--- config.mk ---
export PLATFORM = sky130hd
export DESIGN_NAME = id_issue
export DESIGN_NICKNAME = d
export VERILOG_FILES = /design/src/rtl/id_issue.sv
export SDC_FILE = /design/constraint.sdc
export NUM_CORES = 1
export LEC_CHECK = 0
export BUFFER_PORTS_ARGS = -buffer_cell sky130_fd_sc_hd__buf_2
export CAP_MARGIN = 15
export CORE_AREA = 2 2 122 124
export DETAILED_ROUTE_END_ITERATION = 10
export DIE_AREA = 0 0 124 126
export PLACE_DENSITY_LB_ADDON = 0.08
export RECOVER_POWER = 25
export SLEW_MARGIN = 10
export SYNTH_ARGS = -nofsm -noshare
export SYNTH_HDL_FRONTEND = slang
export SYNTH_SLANG_ARGS = --single-unit
--- constraint.sdc ---
create_clock -name clk -period 3 [get_ports clk]
set_input_delay 0 -clock clk [delete_from_list [all_inputs] [get_ports clk]]
set_output_delay 0 -clock clk [all_outputs]
set_load 0.005 [all_outputs]
--- src/rtl/id_issue.sv ---
// id_issue: decode-to-issue stage with operand select, forwarding, load-use hazard stall and a registered issue slot
// Ports: clk/rst (async active-low); in_* decoded instruction + handshake; rf_addr*/rf_data* same-cycle
// register file read; fwd_* per-stage forwarding (index 0 youngest); flush; out_* registered issue
// payload + handshake; stall_cnt saturating hazard-stall cycle count.
module id_issue #(
  parameter int DATA_W  = 32,
  parameter int ADDR_W  = 5,
  parameter int OP_W    = 8,
  parameter int NUM_FWD = 2,
  parameter int CNT_W   = 16
) (
  input  logic                      clk,
  input  logic                      rst,
  input  logic                      in_valid,
  output logic                      in_ready,
  input  logic [ADDR_W-1:0]         in_rs_addr,
  input  logic [ADDR_W-1:0]         in_rt_addr,
  input  logic                      in_rs_read,
  input  logic                      in_rt_read,
  input  logic [DATA_W-1:0]         in_imm,
  input  logic [ADDR_W-1:0]         in_wd,
  input  logic                      in_wreg,
  input  logic [OP_W-1:0]           in_op,
  output logic [ADDR_W-1:0]         rf_addr1,
  output logic [ADDR_W-1:0]         rf_addr2,
  input  logic [DATA_W-1:0]         rf_data1,
  input  logic [DATA_W-1:0]         rf_data2,
  input  logic [NUM_FWD-1:0]        fwd_wreg,
  input  logic [NUM_FWD-1:0]        fwd_pending,
  input  logic [NUM_FWD*ADDR_W-1:0] fwd_wd,
  input  logic [NUM_FWD*DATA_W-1:0] fwd_wdata,
  input  logic                      flush,
  output logic                      out_valid,
  input  logic                      out_ready,
  output logic [DATA_W-1:0]         out_reg1,
  output logic [DATA_W-1:0]         out_reg2,
  output logic [ADDR_W-1:0]         out_wd,
  output logic                      out_wreg,
  output logic [OP_W-1:0]           out_op,
  output logic [CNT_W-1:0]          stall_cnt
);
  typedef enum logic {EMPTY, FULL} state_t;
  state_t state, state_nx;
  logic [DATA_W-1:0] fwd1, fwd2, op1, op2;
  logic pend1, pend2, hazard, accept;
  assign rf_addr1 = in_rs_addr;
  assign rf_addr2 = in_rt_addr;
  // Scan from the oldest source down so the youngest matching stage wins.
  always_comb begin
    fwd1 = rf_data1;
    fwd2 = rf_data2;
    pend1 = 1'b0;
    pend2 = 1'b0;
    for (int i = NUM_FWD - 1; i >= 0; i--) begin
      if (fwd_wreg[i] && fwd_wd[i*ADDR_W +: ADDR_W] == in_rs_addr) begin
        fwd1 = fwd_wdata[i*DATA_W +: DATA_W];
        pend1 = fwd_pending[i];
      end
      if (fwd_wreg[i] && fwd_wd[i*ADDR_W +: ADDR_W] == in_rt_addr) begin
        fwd2 = fwd_wdata[i*DATA_W +: DATA_W];
        pend2 = fwd_pending[i];
      end
    end
  end
  assign op1 = !in_rs_read ? in_imm : ~|in_rs_addr ? '0 : fwd1;
  assign op2 = !in_rt_read ? in_imm : ~|in_rt_addr ? '0 : fwd2;
  assign hazard = in_valid && ((in_rs_read && |in_rs_addr && pend1) || (in_rt_read && |in_rt_addr && pend2));
  assign out_valid = state == FULL;
  assign in_ready = !flush && !hazard && (!out_valid || out_ready);
  assign accept = in_valid && in_ready;
  always_comb begin
    state_nx = state;
    if (flush) state_nx = EMPTY;
    else if (accept) state_nx = FULL;
    else if (out_ready) state_nx = EMPTY;
  end
  always_ff @(posedge clk or negedge rst) begin
    if (!rst) begin
      state <= EMPTY;
      out_reg1 <= '0;
      out_reg2 <= '0;
      out_wd <= '0;
      out_wreg <= 1'b0;
      out_op <= '0;
      stall_cnt <= '0;
    end else begin
      state <= state_nx;
      if (accept) begin
        out_reg1 <= op1;
        out_reg2 <= op2;
        out_wd <= in_wd;
        out_wreg <= in_wreg;
        out_op <= in_op;
      end
      if (hazard && !flush && ~&stall_cnt) stall_cnt <= stall_cnt + 1'b1;
    end
  end
endmodule
Word level (Yosys, flattened, before mapping)
Index checks and enable logic that the tools add are counted.
{"block": "totals", "ramBits": 0, "in_bits": 205, "romBits": 0, "memories": 0, "wordCells": 51, "regBits": 95, "latchBits": 0}
{"block": "op_classes", "n_mux": 15, "shift": 0, "div_mod_pow": 0, "magnitude_cmp": 0, "bitwise_logic": 0, "reduce_logical": 24, "mul": 0, "eq_ne": 4, "add_sub_neg": 1}
{"operator": "two-way mux 32 bit", "n": 8}
{"operator": "equality test 5 bit", "n": 4}
{"operator": "adder 16 x 1 -> 16 bit, second input constant", "n": 1}
{"operator": "AND reduction 16 bit", "n": 1}
{"operator": "logical AND 1 bit", "n": 14}
{"operator": "OR reduction 5 bit", "n": 2}
{"operator": "two-way mux 1 bit", "n": 7}
{"operator": "zero test 1 bit", "n": 4}
{"operator": "nonzero test 3 bit", "n": 1}
{"operator": "logical OR 1 bit", "n": 2}

Logic depth before layout (Yosys ltp)
{"block": "depth", "ltp_word": 13, "mapped_depth": 10, "ltp_nobuf": 7}

Least setup slack after synthesis
OpenSTA, ideal clock, no wires.
{"block": "synth_timing", "kind": "flip-flop to flip-flop", "startpoint": "register stall_cnt[0]", "endpoint": "register stall_cnt[1]", "required_ps": 2875, "path_stages_with_launch": 8, "arrival_time_ps": 1942, "setup_slack_ps": 933, "n_path_buf": 1, "cell_sequence": "dfrtp_1 ha_1 nand2_1 nor3_1 a31oi_1 o211ai_1 buf_2 mux2_2"}
{"block": "synth_via", "elab_chain_len": 3}
{"item": "start, declared", "line": "40", "rtl": "output logic [CNT_W-1:0] stall_cnt"}
{"item": "start signal, assigned", "line": "95", "rtl": "if (hazard && !flush && ~&stall_cnt) stall_cnt <= stall_cnt + 1'b1;"}
{"item": "parallel branches: the longest is 3 deep, another holds adder 16 x 1 -> 16 bit"}
Several ways; the timed one is not identified.
A chain may end at the register's enable or synchronous reset.

Final worst setup path
{"block": "layout_timing", "startpoint": "input in_rt_addr[1]", "endpoint": "register out_reg1[3]"}
{"block": "layout_via", "elab_chain_len": 11}
{"item": "start, declared", "line": "17", "rtl": "input logic [ADDR_W-1:0] in_rt_addr,"}
{"item": "equality test 5 bit", "line": "59", "rtl": "if (fwd_wreg[i] && fwd_wd[i*ADDR_W +: ADDR_W] == in_rt_addr) begin"}
{"item": "logical AND 1 bit", "line": "59"}
{"item": "two-way mux 1 bit (2 in a row)", "line": "59"}
{"item": "logical AND 1 bit (*)", "line": "67", "rtl": "assign hazard = in_valid && ((in_rs_read && |in_rs_addr && pend1) || (in_rt_read && |in_rt_addr && pend2));"}
{"item": "logical OR 1 bit (*)", "line": "67"}
{"item": "logical AND 1 bit (*)", "line": "67"}
{"item": "zero test 1 bit (*)", "line": "69", "rtl": "assign in_ready = !flush && !hazard && (!out_valid || out_ready);"}
{"item": "logical AND 1 bit (*) (2 in a row)", "line": "69"}
{"item": "logical AND 1 bit (*)", "line": "70", "rtl": "assign accept = in_valid && in_ready;"}
{"item": "end signal, assigned", "line": "89", "rtl": "out_reg1 <= op1;"}
{"item": "end, declared", "line": "35", "rtl": "output logic [DATA_W-1:0] out_reg1,"}
Mark *: on every way between the ends. The rest lies on a longest branch, timed or not.

==> impl_metrics.csv <==
group,metric,value,unit
die,die_y,126,um
route,viasPerCell,5.602,
synth,synth_area_per_cell,9.770,um^2
clocking,clkSlewWorstSetupHoldPaths,0.07,ns
timing,setup_viol,0,
die,coreArea,0.01431,mm^2
setup_path,crit_family,"simple AND/OR/NAND/NOR gates",
clocking,clockBufferDepth,2,
timing,tns,0,ns
timing,final_hold_viol_count,0,
timing,min_period_over_period,73.12,%
synth,synth-compound-area-share,16.27,%
route,wl_per_cell,19.91,um
clocking,clock-sinks,95,
global_routing,grt_overflow,0,
setup_path,critPathKind,"in -> reg",
clocking,root_buffer,"clkbuf_16",
final_layout,final_common_cell,"buf_2",
global_routing,grt.total_usage,29.18,%
clocking,post_cts_resized,0,
synth,ys.flop_type,"dfrtp_1",
global_routing,antenna_found_initial,5,
die,rows,44,
die,die_area,0.01562,mm^2
clocking,clk_latency,0.36,ns
place,dp_hpwl,16560,um
setup_path,arrival,2.43,ns
setup_path,cpPeakStageDelay,0.56,ns
route,first_pass_iters,5,
job,cap_violations,0,
timing,rsz0062_at_grt,"no",
synth,ys_seq_elements,95,
global_routing,grt_pass1_wl,34600,um
synth,seq_area_frac_synth,37.20,%
timing,fin_crit,2.194,ns
clocking,cts_tree,"built",
synth,yosysWarnings,0,
die,die_w,124,um
synth,synth-xor-area-share,4.797,%
synth,synth_top_family_by_area,"multiplexers",
final_layout,nNetsFinal,1163,
setup_path,crit_required,3.24,ns
route,num_vias,6431,
final_layout,mostFrequentLayoutCells,"buf_2 (259), o21ai_0 (129), dfrtp_1 (95)",
synth,synthAdderAreaFrac,0.1958,%
place,place_congestion,0.9247,
route,routed_wl,22860,um
pwr,total_power,3.871,mW
synth,synth_cell_types,41,
setup_path,path_buf_inv,2,
timing,finClkSkew,0.01007,ns
final_layout,drive_gt1_share,39.81,%
route,ant_nets,0,
setup_path,cp-start-kind,"primary input",
run_status,status,"complete, no violations",
die,start_util,44.64,%
route,drtIter0Drc,554,
synth,async_flop_share,100.0,%
place,port_buffers,310,
setup_path,endpoint_kind,"flop",
global_routing,grt_max_degree,59,
synth,mappedNetlistNets,860,
synth,synthCells,654,
clocking,h-tree-depth,3,
die,io_pins,311,
setup_path,worstPathMaxFanout,37,
timing,tightest_slew,1.033,ns
synth,synthMuxAreaShare,25.12,%
setup_path,worstPathCellList,"clkbuf_1 -> or4_1 -> o21ai_1 -> a221oi_2 -> nor2_2 -> and4b_4 -> buf_12 -> mux2_2",
pwr,power_density,457.3,mW/mm^2
timing,holdWs,0.02918,ns
clocking,numCtsBuffers,9,
pwr,ir_worst_vdd,0.0002413,V
min_path,worstHoldPathType,"in -> reg",
route,drc,0,
timing,fmax,455.9,MHz
setup_path,cpMaxStageDelayCell,"or4_1",
final_layout,layout-area-overhead-vs-synth,32.47,%
synth,synthSimpleGateAreaFrac,11.47,%
synth,synth_area,0.006390,mm^2
timing,relSlewSlack,30.96,%
synth,synth_edf_count,0,
global_routing,first_global_vias,6612,
pwr,p_leak,3.774,nW
timing,drv_slew,0,
layout make-up:
type / instances / area [um^2]
Fill cell: 1295 / 5849
Multi-Input combinational cell: 505 / 3719
Sequential cell: 95 / 2377
Timing Repair Buffer: 344 / 1839
Tap cell: 184 / 230.2
Clock buffer: 9 / 225.2
Clock inverter: 7 / 61.31
Inverter: 2 / 7.507
Antenna cell: 2 / 5.005
synthesized netlist by cell type (all sizes together) (4+ instances only):
cell,n,area [um^2]
mux2,79,964.7
nand3,9,57.56
mux2i,64,640.6
xnor2,6,52.55
xor2,29,254.0
buf,23,198.9
nand4,4,25.02
dfrtp,95,2377
nor2,14,55.06
a21oi,65,325.3
and3,4,25.02
clkbuf,29,108.9
nand2,8,30.03
o21ai,130,650.6
nor3,11,66.32
nor2b,64,400.4
path summary, 6_finish.rpt:
check,slack [ns],to,start,depth (start not counted)
min,0.03,out_reg1[31],fwd_wdata[31],4
min in group asynchronous,0.27,out_reg1[3],rst,2
min reg2reg,0.49,stall_cnt[10],stall_cnt[10],1
max reg2reg,0.85,stall_cnt[13],stall_cnt[7],8
max in group asynchronous,1.93,out_reg2[12],rst,3
max,0.81,out_reg1[3],in_rt_addr[1],8
per-stage QoR:
| step | util, % | std cells | cell area, um^2 | setup slack [ns] |
|---|---|---|---|---|
| after CTS | 59.53 | 1146 | 8521 | 0.8840 |
| after detailed placement | 56.34 | 1113 | 8064 | 0.5490 |
| after floorplan | - | 654 | 6390 | 0.9331 |
| after global placement | 56.34 | 1113 | 8064 | 0.5887 |
| final | 59.13 | 1148 | 8464 | 0.8065 |
| after global routing | 59.12 | 1147 | 8462 | 0.7090 |
report_power, final:
| part | leakage (nW) | switching, mW | internal [mW] |
|---|---|---|---|
| logic | 2.47 | 0.496 | 0.569 |
| registers | 1.17 | 0.136 | 1.51 |
| clock network | 0.135 | 0.576 | 0.581 |
| total | 3.77 | 1.21 | 2.66 |
what timing repair did:
item,4_1_cts,5_1_grt
endpoints found under the hold margin,71,0
buffers inserted,0,0
hold buffers,17,0
layer usage:
layer  share of wire, %  routed length [um]  track usage, %  vias up
li1                   -                   -               -     2952
met1                 38                8665           33.32     3090
met2                 50               11520           51.16      334
met3                8.7                1996           7.156       53
met4                2.9                 665           12.69        2
met5              0.035                   8               0        -
registers in the layout, indices dropped and copies added, names as in the netlist:
name       count
out_reg1      32
out_valid      1
out_op         8
out_reg2      32
stall_cnt     16
out_wreg       1
out_wd         5
worst register-to-register path, cell delays in order (launching register included):
cell and delay, ns:
dfrtp_1 0.45, and4_1 0.26, and3_1 0.22, and3_1 0.21, a31oi_1 0.18, o211ai_1 0.11, buf_4 0.21, nor3_1 0.26
xor2_1 0.19
kinds of logic after synthesis:
| family | count (synthesis) |
|---|---|
| AOI/OAI and AO/OA | 202 |
| muxes | 143 |
| and+or+nand+nor | 124 |
| DFF | 95 |
| buffers and inverters | 54 |
| xor gates and xnor gates | 35 |
| adders and majority gates | 1 |
Power figures use the tool's default switching activity.
